==> src/rtl/seg_pkg.sv <==
// Shared definitions for the multiplexed seven-segment driver: glyphs,
// converter FSM states and small sizing/lookup helpers.
package seg_pkg;

  typedef enum logic {ST_IDLE, ST_CONV} conv_state_t;

  // Glyphs are active-high, bit 6 = a ... bit 0 = g; polarity is applied at the pins
  localparam logic [6:0] SEG_0     = 7'b1111110;
  localparam logic [6:0] SEG_1     = 7'b0110000;
  localparam logic [6:0] SEG_2     = 7'b1101101;
  localparam logic [6:0] SEG_3     = 7'b1111001;
  localparam logic [6:0] SEG_4     = 7'b0110011;
  localparam logic [6:0] SEG_5     = 7'b1011011;
  localparam logic [6:0] SEG_6     = 7'b1011111;
  localparam logic [6:0] SEG_7     = 7'b1110000;
  localparam logic [6:0] SEG_8     = 7'b1111111;
  localparam logic [6:0] SEG_9     = 7'b1111011;
  localparam logic [6:0] SEG_A     = 7'b1110111;
  localparam logic [6:0] SEG_B     = 7'b0011111;
  localparam logic [6:0] SEG_C     = 7'b1001110;
  localparam logic [6:0] SEG_D     = 7'b0111101;
  localparam logic [6:0] SEG_E     = 7'b1001111;
  localparam logic [6:0] SEG_F     = 7'b1000111;
  localparam logic [6:0] SEG_DASH  = 7'b0000001;
  localparam logic [6:0] SEG_BLANK = 7'b0000000;

  // Scan index width; a single digit still gets a 1-bit index
  function automatic int idxWidth(input int n);
    int w;
    w = 1;
    while ((1 << w) < n) w = w + 1;
    return w;
  endfunction

  function automatic logic [6:0] hexGlyph(input logic [3:0] v);
    case (v)
      4'h0: return SEG_0;
      4'h1: return SEG_1;
      4'h2: return SEG_2;
      4'h3: return SEG_3;
      4'h4: return SEG_4;
      4'h5: return SEG_5;
      4'h6: return SEG_6;
      4'h7: return SEG_7;
      4'h8: return SEG_8;
      4'h9: return SEG_9;
      4'hA: return SEG_A;
      4'hB: return SEG_B;
      4'hC: return SEG_C;
      4'hD: return SEG_D;
      4'hE: return SEG_E;
      4'hF: return SEG_F;
      default: return SEG_BLANK;
    endcase
  endfunction

endpackage

==> src/rtl/seg_display_mux_bin2bcd.sv <==
// Sequential double-dabble converter: one shift per cycle, DATA_W cycles per
// conversion; result and overflow are presented combinationally on the done cycle.
module bin2bcd_seq
  import seg_pkg::*;
#(
  parameter int DATA_W = 16,
  parameter int DIGITS = 4
) (
  input  logic                  clk,
  input  logic                  reset,
  input  logic                  start,
  input  logic [DATA_W-1:0]     bin_in,
  output logic                  busy,
  output logic                  done,
  output logic [4*DIGITS-1:0]   bcd_out,
  output logic                  overflow
);

  localparam int BCD_W = 4 * DIGITS;
  localparam int CNT_W = $clog2(DATA_W + 1);

  conv_state_t        r_state;
  conv_state_t        w_nextState;
  logic [DATA_W-1:0]  r_bin;
  logic [BCD_W-1:0]   r_bcd;
  logic               r_ovf;
  logic [CNT_W-1:0]   r_count;
  logic [BCD_W-1:0]   w_adj;
  logic [BCD_W-1:0]   w_shiftBcd;
  logic               w_carry;

  // Add-3 correction on every nibble, then shift; the bit leaving the top nibble is overflow
  always_comb begin
    w_adj = r_bcd;
    for (int i = 0; i < DIGITS; i++) begin
      if (r_bcd[4*i +: 4] >= 4'd5) w_adj[4*i +: 4] = r_bcd[4*i +: 4] + 4'd3;
    end
    w_shiftBcd = {w_adj[BCD_W-2:0], r_bin[DATA_W-1]};
    w_carry    = w_adj[BCD_W-1];
  end

  always_comb begin
    w_nextState = r_state;
    done        = 1'b0;
    case (r_state)
      ST_IDLE: if (start) w_nextState = ST_CONV;
      ST_CONV: begin
        if (r_count == CNT_W'(DATA_W - 1)) begin
          done        = 1'b1;
          w_nextState = ST_IDLE;
        end
      end
      default: w_nextState = ST_IDLE;
    endcase
  end

  assign busy     = (r_state == ST_CONV);
  assign bcd_out  = w_shiftBcd;
  assign overflow = r_ovf | w_carry;

  always_ff @(posedge clk) begin
    if (!reset) r_state <= ST_IDLE;
    else        r_state <= w_nextState;
  end

  always_ff @(posedge clk) begin
    if (!reset) begin
      r_bin   <= '0;
      r_bcd   <= '0;
      r_ovf   <= 1'b0;
      r_count <= '0;
    end else if (r_state == ST_IDLE && start) begin
      r_bin   <= bin_in;
      r_bcd   <= '0;
      r_ovf   <= 1'b0;
      r_count <= '0;
    end else if (r_state == ST_CONV) begin
      r_bin   <= r_bin << 1;
      r_bcd   <= w_shiftBcd;
      r_ovf   <= r_ovf | w_carry;
      r_count <= r_count + 1'b1;
    end
  end

endmodule

==> src/rtl/seg_display_mux.sv <==
// Multiplexed seven-segment driver: hex or decimal rendering into a shadow
// register, leading-zero blanking, overflow dashes and a registered scan stage.
module seg_display_mux
  import seg_pkg::*;
#(
  parameter int DIGITS      = 4,
  parameter int DATA_W      = 16,
  parameter int REFRESH_DIV = 100000,
  parameter bit ACTIVE_LOW  = 1'b1
) (
  input  logic              clk,
  input  logic              reset,
  input  logic [DATA_W-1:0] display_number,
  input  logic              load,
  input  logic              mode,
  input  logic              blank_lz,
  input  logic [DIGITS-1:0] dp_mask,
  output logic              busy,
  output logic [DIGITS-1:0] anode_activate,
  output logic [6:0]        led_out,
  output logic              dp_out
);

  localparam int BCD_W = 4 * DIGITS;
  localparam int IDX_W = idxWidth(DIGITS);
  localparam int PRE_W = $clog2(REFRESH_DIV);
  localparam int PAD_W = (DATA_W > BCD_W) ? DATA_W : BCD_W;
  localparam logic [DIGITS-1:0] ANODE_OFF = {DIGITS{ACTIVE_LOW}};
  localparam logic [6:0]        LED_OFF   = {7{ACTIVE_LOW}};

  logic              w_convBusy, w_convDone, w_convOvf;
  logic [BCD_W-1:0]  w_convBcd;
  logic              w_accept, w_hexLoad, w_decStart, w_hexOvf;
  logic [PAD_W-1:0]  w_numPad;
  logic [BCD_W-1:0]  r_shadow;
  logic              r_ovf, r_blankLz;
  logic [PRE_W-1:0]  r_prescale;
  logic [IDX_W-1:0]  r_scanIdx;
  logic [DIGITS-1:0] r_anode;
  logic [6:0]        r_led;
  logic              r_dp;
  logic [3:0]        w_digit;
  logic              w_dpBit, w_seen;
  logic [DIGITS-1:0] w_visible, w_anodeOn;
  logic [6:0]        w_glyph;

  assign w_accept   = load && !w_convBusy;
  assign w_hexLoad  = w_accept && !mode;
  assign w_decStart = w_accept && mode;
  assign w_numPad   = PAD_W'(display_number);

  // Any set bit beyond the displayable nibbles means the hex value does not fit
  always_comb begin
    w_hexOvf = 1'b0;
    for (int b = BCD_W; b < PAD_W; b++) w_hexOvf = w_hexOvf | w_numPad[b];
  end

  bin2bcd_seq #(.DATA_W(DATA_W), .DIGITS(DIGITS)) u_bin2bcd (
    .clk      (clk),
    .reset    (reset),
    .start    (w_decStart),
    .bin_in   (display_number),
    .busy     (w_convBusy),
    .done     (w_convDone),
    .bcd_out  (w_convBcd),
    .overflow (w_convOvf)
  );

  assign busy = w_convBusy;

  always_ff @(posedge clk) begin
    if (!reset) begin
      r_shadow  <= '0;
      r_ovf     <= 1'b0;
      r_blankLz <= 1'b0;
    end else begin
      if (w_accept) r_blankLz <= blank_lz;
      if (w_hexLoad) begin
        r_shadow <= w_numPad[BCD_W-1:0];
        r_ovf    <= w_hexOvf;
      end else if (w_convDone) begin
        r_shadow <= w_convBcd;
        r_ovf    <= w_convOvf;
      end
    end
  end

  always_ff @(posedge clk) begin
    if (!reset) begin
      r_prescale <= '0;
      r_scanIdx  <= '0;
    end else if (r_prescale == PRE_W'(REFRESH_DIV - 1)) begin
      r_prescale <= '0;
      r_scanIdx  <= (r_scanIdx == IDX_W'(DIGITS - 1)) ? '0 : r_scanIdx + 1'b1;
    end else begin
      r_prescale <= r_prescale + 1'b1;
    end
  end

  // A digit is lit if it or any more-significant digit is non-zero; digit 0 always lit
  always_comb begin
    w_seen    = 1'b0;
    w_visible = '0;
    w_digit   = 4'd0;
    w_dpBit   = 1'b0;
    w_anodeOn = '0;
    for (int i = DIGITS - 1; i >= 0; i--) begin
      w_seen       = w_seen | (r_shadow[4*i +: 4] != 4'd0);
      w_visible[i] = w_seen || (i == 0) || !r_blankLz || r_ovf;
    end
    for (int i = 0; i < DIGITS; i++) begin
      if (r_scanIdx == IDX_W'(i)) begin
        w_digit      = r_shadow[4*i +: 4];
        w_dpBit      = dp_mask[i];
        w_anodeOn[i] = w_visible[i];
      end
    end
    w_glyph = r_ovf ? SEG_DASH : hexGlyph(w_digit);
  end

  always_ff @(posedge clk) begin
    if (!reset) begin
      r_anode <= ANODE_OFF;
      r_led   <= LED_OFF;
      r_dp    <= ACTIVE_LOW;
    end else begin
      r_anode <= w_anodeOn ^ ANODE_OFF;
      r_led   <= w_glyph ^ LED_OFF;
      r_dp    <= w_dpBit ^ ACTIVE_LOW;
    end
  end

  assign anode_activate = r_anode;
  assign led_out        = r_led;
  assign dp_out         = r_dp;

endmodule

==> config.mk <==
export PLATFORM = sky130hd
export DESIGN_NAME = seg_display_mux
export DESIGN_NICKNAME = d
export VERILOG_FILES = /design/src/rtl/seg_pkg.sv /design/src/rtl/seg_display_mux_bin2bcd.sv /design/src/rtl/seg_display_mux.sv
export SDC_FILE = /design/constraint.sdc
export NUM_CORES = 1
export LEC_CHECK = 0
export ABC_AREA = 1
export BUFFER_PORTS_ARGS = -buffer_cell sky130_fd_sc_hd__clkbuf_2
export CORE_UTILIZATION = 54
export DETAILED_ROUTE_END_ITERATION = 12
export PLACE_DENSITY = 0.79
export SLEW_MARGIN = 15
export SYNTH_ARGS = -nofsm -noshare
export SYNTH_HDL_FRONTEND = slang
export SYNTH_SLANG_ARGS = --single-unit
==> constraint.sdc <==
create_clock -name clk -period 1.9 [get_ports clk]
set_clock_uncertainty 0.1 [all_clocks]
set_input_delay 0.475 -clock clk [delete_from_list [all_inputs] [get_ports clk]]
set_output_delay 0.475 -clock clk [all_outputs]
set_load 0.01 [all_outputs]
==> impl_metrics.env <==
export IMPL_nets=723
export IMPL_post_dp_hpwl_mm=8.25
export IMPL_hold_slack_ps=258
export IMPL_worst_pin_slew_ps=443
export IMPL_final_cells=787
export IMPL_outcome="complete, no violations"
export IMPL_path_class="reg -> out"
export IMPL_rows=32
export IMPL_multi_input_area_um2=2370
export IMPL_core_area_um2=7930
export IMPL_ys_types=41
export IMPL_cp_required_ps=1320
export IMPL_hold_path_class="in -> reg"
export IMPL_grt_max_degree=31
export IMPL_grt_pass1_wl_mm=18.4
export IMPL_seq_area_um2=1770
export IMPL_synth_warning_count=0
export IMPL_worstRegToRegCells=11
export IMPL_io_pins=38
export IMPL_placed_cells=769
export IMPL_worst_setup_path_start_kind="flip-flop"
export IMPL_synth_most_common_cell="nand2_1"
export IMPL_synthArstFlopShare=0
export IMPL_synth_avg_cell_area_um2=7.14
export IMPL_end_kind="primary output"
export IMPL_wl_met1_mm=4.90
export IMPL_groute_usage_overall=0.270
export IMPL_portBuffers=37
export IMPL_drtIter0Drc=256
export IMPL_dr_max_layer_used="met4"
export IMPL_hold_viol_final=0
export IMPL_ys_seq_area_frac=0.390
export IMPL_antenna_found_initial=0
export IMPL_drt_wirelength_per_cell_um=14.0
export IMPL_syn_nets=676
export IMPL_route_met3_wl_um=543
export IMPL_power_leakage_nw=2.28
export IMPL_critical_path_arrival_ps=1220
export IMPL_die_height_um=93.5
export IMPL_finalCriticalPeriod_ps=1800
export IMPL_vdd_drop_max_v=0.000616
export IMPL_synthTopCellsByCount="151 x nand2_1, 88 x dfxtp_1, 80 x inv_1"
export IMPL_grt_pass1_vias=4031
export IMPL_routed_wl_met2_mm=5.14
export IMPL_whs_path_depth=2
export IMPL_drive_gt1_frac=0.178
export IMPL_ant_nets=0
export IMPL_overflow=0
export IMPL_setup_ws_ps=105
export IMPL_fmax_mhz=557
export IMPL_globalplace_congestion=0.878
export IMPL_fillers=719
export IMPL_dpl_cell_area_um2=4840
export IMPL_initial_core_util=0.570
export IMPL_ys_ff_latch=88
export IMPL_fin_crit_sh=0.945
export IMPL_yosysTopAreaCell="dfxtp_1"
export IMPL_synth_cell_area_um2=4520
export IMPL_synth_area_leaders="dfxtp_1 39%, nand2_1 13%, inv_1 6.6%"
export IMPL_fin_area_um2=5190
export IMPL_synth_enable_flop_cells=0
export IMPL_setup_viol=0
export IMPL_viasPerCell=5.50
export IMPL_dieArea_um2=8740
export IMPL_cts_buffers=9
export IMPL_total_power_mw=4.05
export IMPL_area_growth_pct=14.8
export IMPL_n_antenna_cell=0
export IMPL_netlist_instances=633
export IMPL_fp_dieW_um=93.5
export IMPL_vias=4330
export IMPL_synth_top_area_share=0.390
export IMPL_insertion_delay_ps=360
export IMPL_max_slew_margin=0.702
export IMPL_synth_ff_type="dfxtp_1"
export IMPL_final_max_slew_violation_count=0
export IMPL_drtPass1Iterations=5
export IMPL_clk_pin_slew_ps=100
export IMPL_cts_tree="yes"
export IMPL_h_tree_depth=3
export IMPL_pre_cts_slack_ps=-7.05
export IMPL_wirelength_mm=11.0
export IMPL_root_buffer="clkbuf_8"
export IMPL_cts_max_path_buffers=2
export IMPL_drv_cap=0
export IMPL_clock_sinks=88
export IMPL_worstPathMaxFanout=13
export IMPL_p_per_area_nw_per_um2=782
export IMPL_drcViolationCount=0
## metrics by stage
stage                     TNS (ps)  utilization
after floorplan                  0            -
after global placement           0        0.610
after detailed placement     -7.05        0.610
after CTS                        0        0.642
after global routing         -8.09        0.654
final                            0        0.654
## cell usage in the layout, fill, tap and decap left out, types with 7 or more instances in the layout
master    synthesis  layout
a31oi_1          24      24
inv_1            80      76
nand4_1           8       8
nand2_4           4       7
clkbuf_2          1      37
xor2_1           12      12
dfxtp_1          88      84
o21ai_0          31      31
inv_2             7       9
a21oi_1          36      36
nand2_1         151     149
nand3_1          35      35
clkbuf_8          0       9
ha_1             18      12
nor2_1           55      55
buf_4             2      20
nor3_1           14      14
## power by group
| group | switching, mW | total (mW) | internal (mW) |
|---|---|---|---|
| clock network | 0.715 | 1.60 | 0.888 |
| registers | 0.0586 | 1.98 | 1.92 |
| logic | 0.303 | 0.468 | 0.165 |
## cell families (layout without fill, tap and decap cells)
logic type               Yosys count  in the layout  share of synthesized area
XOR/XNOR                          13             13                     0.0252
buffers and inverters            109            161                      0.102
AND/OR/NAND/NOR                  287            287                      0.277
AO/OA/AOI/OAI                    118            118                      0.156
flip-flops                        88             88                      0.390
adder cells (fa/ha/maj)           18             18                     0.0498
## registers in the layout, summed over array words and instances, names as in the netlist, 2 cells and up
| register | flops |
|---|---|
| u_bin2bcd.r_count | 5 |
| r_prescale | 17 |
| u_bin2bcd.r_bin | 16 |
| anode_activate | 4 |
| led_out | 7 |
| r_scanIdx | 2 |
| u_bin2bcd.r_bcd | 16 |
| r_shadow | 16 |
## worst paths after layout
check                       startpoint                        to  slack (ps)
min                         dp_mask[3]         dp_out$_SDFF_PN1_         260
min reg2reg   r_prescale[0]$_SDFF_PP0_  r_prescale[0]$_SDFF_PP0_         350
max          u_bin2bcd.busy$_SDFF_PN0_                      busy         100
max reg2reg  r_scanIdx[0]$_SDFFE_PN0N_     led_out[3]$_SDFF_PN1_         120
## cell type report
class | instances | area share
multi-input cells | 436 | 0.457
flip-flops and latches | 88 | 0.341
inverters | 88 | 0.0654
repair buffers | 57 | 0.0647
well taps | 102 | 0.0246
clock inverters | 7 | 0.0241
clock buffers | 9 | 0.0239
## critical path, stage by stage, from the launching register on
cell and delay (ps):
dfxtp_1 470, buf_4 240, clkbuf_2 150
## routing by layer
metal  vias up  GRT usage
li1       2160          -
met1      1988      0.338
met2       151      0.447
met3        31     0.0358
met4         0      0.153
met5         -          0
## repair_timing
item	in CTS	in global routing
resized for setup	1	24
setup buffers	0	2
hold buffers	0	0
setup endpoints to repair	2	25
Power figures use the tool's default switching activity.
